<file path="src/rtl/vip_uart_tx_arbiter.sv">
// Round-robin arbiter sharing one UART VIP transmitter between byte requesters.
// Optional line locking keeps a grant until end-of-line or an idle timeout.
module vip_uart_tx_arbiter #(
    parameter int         nreq         = 2,
    parameter bit         lock_on_line = 1'b1,
    parameter int         lock_timeout = 1024,
    parameter logic [7:0] eol          = 8'h0A
) (
    input  logic              i_clk,
    input  logic              i_rst,
    input  logic [nreq-1:0]   i_req,
    input  logic [8*nreq-1:0] i_wdata,
    output logic [nreq-1:0]   o_ack,
    output logic [nreq-1:0]   o_grant,
    output logic              o_busy,
    output logic              o_tx_we,
    output logic [7:0]        o_tx_wdata,
    input  logic              i_tx_full
);

    localparam int OW = $clog2(nreq);
    localparam int CW = $clog2(lock_timeout + 1);
    localparam logic [CW-1:0] CNT_LIM = CW'(lock_timeout - 1);

    typedef enum logic {
        S_IDLE,
        S_XFER
    } state_t;

    state_t        r_state;
    state_t        w_state_nx;
    logic [OW-1:0] r_owner;
    logic [OW-1:0] w_owner_nx;
    logic [OW-1:0] r_rr_last;
    logic [OW-1:0] w_rr_last_nx;
    logic [CW-1:0] r_idle_cnt;
    logic [CW-1:0] w_idle_cnt_nx;

    logic            w_found;
    logic [OW-1:0]   w_pick;
    logic [nreq-1:0] w_own_oh;
    logic            w_req_own;
    logic [7:0]      w_byte_own;
    logic            w_busy;
    logic            w_write;

    function automatic int wrap_idx(input int v);
        return (v >= nreq) ? v - nreq : v;
    endfunction

    // Circular scan for the next requester, starting just after the last owner
    always_comb begin
        w_found = 1'b0;
        w_pick  = '0;
        for (int i = 1; i <= nreq; i++) begin
            for (int k = 0; k < nreq; k++) begin
                if (!w_found && (k == wrap_idx(int'(r_rr_last) + i)) && i_req[k]) begin
                    w_found = 1'b1;
                    w_pick  = OW'(k);
                end
            end
        end
    end

    // Select the current owner's request, byte and one-hot flag
    always_comb begin
        w_own_oh   = '0;
        w_req_own  = 1'b0;
        w_byte_own = 8'h00;
        for (int k = 0; k < nreq; k++) begin
            if (r_owner == OW'(k)) begin
                w_own_oh[k] = 1'b1;
                w_req_own   = i_req[k];
                w_byte_own  = i_wdata[8*k +: 8];
            end
        end
    end

    assign w_busy  = (r_state == S_XFER);
    assign w_write = w_busy & w_req_own & ~i_tx_full;

    assign o_busy     = w_busy;
    assign o_grant    = w_busy ? w_own_oh : '0;
    assign o_ack      = w_write ? w_own_oh : '0;
    assign o_tx_we    = w_write;
    assign o_tx_wdata = w_write ? w_byte_own : 8'h00;

    // Next-state: grant from IDLE, release on byte/eol/timeout in XFER
    always_comb begin
        w_state_nx    = r_state;
        w_owner_nx    = r_owner;
        w_rr_last_nx  = r_rr_last;
        w_idle_cnt_nx = r_idle_cnt;
        unique case (r_state)
            S_IDLE: begin
                w_idle_cnt_nx = '0;
                if (w_found) begin
                    w_state_nx = S_XFER;
                    w_owner_nx = w_pick;
                end
            end
            S_XFER: begin
                if (w_write) begin
                    w_idle_cnt_nx = '0;
                    if (!lock_on_line || (w_byte_own == eol)) begin
                        w_state_nx   = S_IDLE;
                        w_rr_last_nx = r_owner;
                    end
                end else if (lock_on_line) begin
                    if (r_idle_cnt >= CNT_LIM) begin
                        w_state_nx    = S_IDLE;
                        w_rr_last_nx  = r_owner;
                        w_idle_cnt_nx = '0;
                    end else begin
                        w_idle_cnt_nx = r_idle_cnt + 1'b1;
                    end
                end
            end
            default: begin
                w_state_nx = S_IDLE;
            end
        endcase
    end

    // State registers; reset drops any grant immediately
    always_ff @(posedge i_clk or posedge i_rst) begin
        if (i_rst) begin
            r_state    <= S_IDLE;
            r_owner    <= '0;
            r_rr_last  <= OW'(nreq - 1);
            r_idle_cnt <= '0;
        end else begin
            r_state    <= w_state_nx;
            r_owner    <= w_owner_nx;
            r_rr_last  <= w_rr_last_nx;
            r_idle_cnt <= w_idle_cnt_nx;
        end
    end

endmodule

</file>
<file path="config.mk">
export PLATFORM = sky130hd
export DESIGN_NAME = vip_uart_tx_arbiter
export DESIGN_NICKNAME = d
export VERILOG_FILES = /design/src/rtl/vip_uart_tx_arbiter.sv
export SDC_FILE = /design/constraint.sdc
export NUM_CORES = 1
export LEC_CHECK = 0
export ABC_AREA = 1
export ABC_CLOCK_PERIOD_IN_PS = 1550
export BUFFER_PORTS_ARGS = -buffer_cell sky130_fd_sc_hd__buf_2
export CORE_ASPECT_RATIO = 0.7
export CORE_MARGIN = 2
export CORE_UTILIZATION = 48
export DETAILED_ROUTE_END_ITERATION = 12
export GPL_ROUTABILITY_DRIVEN = 0
export GPL_TIMING_DRIVEN = 1
export PLACE_DENSITY_LB_ADDON = 0.12
export SLEW_MARGIN = 5
export SYNTH_ARGS = -nofsm -noshare
export SYNTH_HDL_FRONTEND = slang
export SYNTH_SLANG_ARGS = --single-unit
</file>
<file path="constraint.sdc">
create_clock -name i_clk -period 1.55 [get_ports i_clk]
set_input_delay 0.31 -clock i_clk [delete_from_list [all_inputs] [get_ports i_clk]]
set_output_delay 0.31 -clock i_clk [all_outputs]
set_load 0.01 [all_outputs]
</file>
==> results.sh <==
export IMPL_status="finished, violations left"
export IMPL_failed_checks="setup timing"
export IMPL_vias=991
export IMPL_clock_latency_on_the_worst_skew_pair_ps=280
export IMPL_max_capacitance_violation_total=0
export IMPL_clockRootBuffer="sky130_fd_sc_hd__clkbuf_4"
export IMPL_crit_path_top_delay_cell="sky130_fd_sc_hd__dfrtp_1"
export IMPL_syn_nets=159
export IMPL_post_synth_instance_area_um2=963.4
export IMPL_unrepaired_setup_endpoints_after_global_routing="true"
export IMPL_drtAntennaViolNets=0
export IMPL_cp_data_required_time_ps=1240
export IMPL_p_sw_share_pct=42.46
export IMPL_flop_pwr_share_pct=29.4
export IMPL_critPathMaxFanout=4
export IMPL_synthCells=137
export IMPL_holdCritPathClass="primary input to async pin"
export IMPL_remaining_drc_errors=0
export IMPL_vdd_ir_drop_worst_v=0.001203
export IMPL_buffer_ports_inserted=34
export IMPL_layout_commonest_cell="sky130_fd_sc_hd__nand2_1"
export IMPL_path_depth=6
export IMPL_ys_types=26
export IMPL_synth_area_leader_cell="sky130_fd_sc_hd__dfrtp_1"
export IMPL_maxSlewViolCount=0
export IMPL_timing_setup_critical_path_class="flop to primary output"
export IMPL_area_delta_synth_final_pct=36.75
export IMPL_power_frac_comb_pct=54.4
export IMPL_fin_nets=208
export IMPL_layout_drive_gt1_share_pct=39.46
export IMPL_timing_final_setup_violations=11
export IMPL_post_route_min_period_ps=1713
export IMPL_floorplan_initialDensity_pct=51.51
export IMPL_synth_yosys_warnings=0
export IMPL_total_wire_length_um=2257
export IMPL_grt_pass1_vias=886
export IMPL_grt_usage_pct=18.98
export IMPL_ff2ff_path_depth=9
export IMPL_clk_pin_slew_worst_paths_ps=90
export IMPL_drt_initial_drc_count=42
export IMPL_synth_seq_area_share_pct=36.49
export IMPL_power_frac_clock_pct=16.2
export IMPL_std_cell_core_area_mm2=0.001871
export IMPL_fin_util_pct=70.43
export IMPL_type_of_element_launching_the_critical_path="flop"
export IMPL_timing_critical_path_cells="inv_2 > nand3_2 > a21oi_4 > buf_4 > buf_6 > buf_2"
export IMPL_placement_setup_worst_slack_ps=101.1
export IMPL_routed_via_density=4.787
export IMPL_chipHeight_um=41.49
export IMPL_cts_sinks=14
export IMPL_critPathArrivalTime_ps=1400
export IMPL_worst_slew_margin_rel_pct=64.68
export IMPL_drt_pre_antenna_iters=4
export IMPL_final_hpwl_from_detailed_placement_um=1688
export IMPL_switching_power_mw=0.6856
export IMPL_timing_clock_skew_ps=6.605
export IMPL_cell_internal_pwr_mw=0.9292
export IMPL_design_die_area_mm2=0.002387
export IMPL_timing_critical_path_max_delay_family="flip-flops"
export IMPL_total_leakage_power_nw=0.7150
export IMPL_layout_cell_area_non_filler_mm2=0.001318
export IMPL_detail_route_wl_per_cell_um=10.90
export IMPL_worst_path_largest_cell_delay_ps=440
export IMPL_postSynthRegisterBits=14
export IMPL_tritoncts="yes"
export IMPL_timing_critical_path_buf_inv=4
export IMPL_dpl_instance_area_mm2=0.001187
export IMPL_die_w_um=57.55
export IMPL_htree_levels=1
export IMPL_p_total_mw=1.615
export IMPL_grt_pass1_wl_um=3601
export IMPL_power_density_cell_area_mw_per_mm2=1226
export IMPL_synthesis_area_per_instance_um2=7.032
export IMPL_antenna_violations_before_repair=0
export IMPL_insertedDiodeCount=0
export IMPL_worst_pin_slew_ps=529.2
export IMPL_timing_fmax_mhz=583.6
export IMPL_post_synth_top_area_fraction_pct=33.77
export IMPL_largest_buffer_count_on_any_clock_path=2
export IMPL_floorplan_io_pins=35
export IMPL_layout_common_cells="sky130_fd_sc_hd__nand2_1, sky130_fd_sc_hd__buf_2, sky130_fd_sc_hd__inv_1, sky130_fd_sc_hd__nor2_1, sky130_fd_sc_hd__dfrtp_1"
export IMPL_cts_buffers=3
export IMPL_grt_start_max_net_pins=15
export IMPL_final_hold_violation_count=0
export IMPL_num_rows=13
export IMPL_gr_total_overflow=0
export IMPL_setup_ws_ps=-163.4
export IMPL_synthTopCellsByArea="sky130_fd_sc_hd__dfrtp_1, sky130_fd_sc_hd__nand2_1, sky130_fd_sc_hd__nor2_1"
export IMPL_timing_final_crit_share_pct=110.5
export IMPL_timing_critical_path_to_type="primary output"
-- final cells by class --
cell class,count,area [um^2]
clock buffers,4,36.28
well taps,22,27.53
repair buffers,45,260.3
flip-flops and latches,14,351.6
inverters,24,92.59
multi-input cells,98,549.3
fillers,156,553.0
-- per-stage QoR --
stage                     instances  hold WS, ps  TNS (ps)
after global routing            207        92.09     -2862
after CTS                       204        67.40     -1311
after floorplan                 137        198.5    -27.75
after detailed placement        197        379.2         0
final                           207        48.20     -1533
after global placement          197        371.2         0
-- kinds of logic after synthesis --
kind of cell | after synthesis | share of synthesized area [%]
and+or+nand+nor | 84 | 41.17
buffers and inverters | 26 | 11.30
DFF | 14 | 36.49
AOI/OAI and AO/OA | 6 | 4.806
xor gates and xnor gates | 5 | 4.545
adders and majority gates | 1 | 1.298
other | 1 | 0.3892
-- power groups by stage --
stage | registers [mW] | logic (mW) | clock network [mW]
2_1_floorplan | 0.478 | 0.510 | 0
3_3_place_gp | 0.478 | 0.718 | 0
3_5_place_dp | 0.483 | 0.749 | 0
4_1_cts | 0.476 | 0.809 | 0.268
5_1_grt | 0.485 | 0.971 | 0.286
6_report | 0.475 | 0.879 | 0.262
-- cell usage after synthesis --
cell                      number
sky130_fd_sc_hd__nor3_1        1
sky130_fd_sc_hd__nand2_1      41
sky130_fd_sc_hd__dfrtp_1      13
sky130_fd_sc_hd__xor2_1        4
sky130_fd_sc_hd__nand2_2       2
sky130_fd_sc_hd__a21oi_1       2
sky130_fd_sc_hd__inv_2         2
sky130_fd_sc_hd__nand3_2       3
sky130_fd_sc_hd__conb_1        1
sky130_fd_sc_hd__nand4_4       1
sky130_fd_sc_hd__ha_1          1
sky130_fd_sc_hd__xnor2_1       1
sky130_fd_sc_hd__inv_1        22
sky130_fd_sc_hd__and2_1        1
sky130_fd_sc_hd__a31oi_1       1
sky130_fd_sc_hd__buf_4         1
sky130_fd_sc_hd__nand3_1       4
sky130_fd_sc_hd__nand4_1       2
sky130_fd_sc_hd__o21ai_0       1
sky130_fd_sc_hd__nor2_4        1
sky130_fd_sc_hd__a21oi_4       1
sky130_fd_sc_hd__buf_6         1
sky130_fd_sc_hd__nor2_1       25
sky130_fd_sc_hd__a21oi_2       1
sky130_fd_sc_hd__dfstp_2       1
sky130_fd_sc_hd__nor3_2        3
-- state kept, by name, indices dropped and copies added, names as in the netlist --
signal and flops:
o_busy 1, r_owner 1, r_idle_cnt 11, r_rr_last 1
-- path summary, 6_finish.rpt --
kind / start / endpoint / slack (ps)
setup / recovery: r_owner$_DFFE_PP0P_ / o_tx_we / -160
hold / removal: i_rst / r_owner$_DFFE_PP0P_ / 50
setup reg to reg: r_owner$_DFFE_PP0P_ / r_idle_cnt[2]$_DFF_PP0_ / 10
hold reg to reg: r_rr_last$_DFFE_PP1P_ / r_rr_last$_DFFE_PP1P_ / 470
max in group asynchronous: i_rst / r_rr_last$_DFFE_PP1P_ / 1140
min in group i_clk: i_req[1] / r_owner$_DFFE_PP0P_ / 300
-- metal layers --
layer | GRT usage, % | wire (um)
met2 | 30.91 | 1058
met1 | 26.08 | 1089
met3 | 5.607 | 109
met5 | 0 | 0
met4 | 1.395 | 0
-- what timing repair did --
item / CTS / global route
hold buffers: 0 / 0
setup endpoints to repair: 11 / 22
gates resized for setup: 4 / 8
setup buffers: 3 / 2
pin swaps: 1 / 2
gates cloned: 0 / 1
No activity file was read; power rests on OpenSTA's default activity.
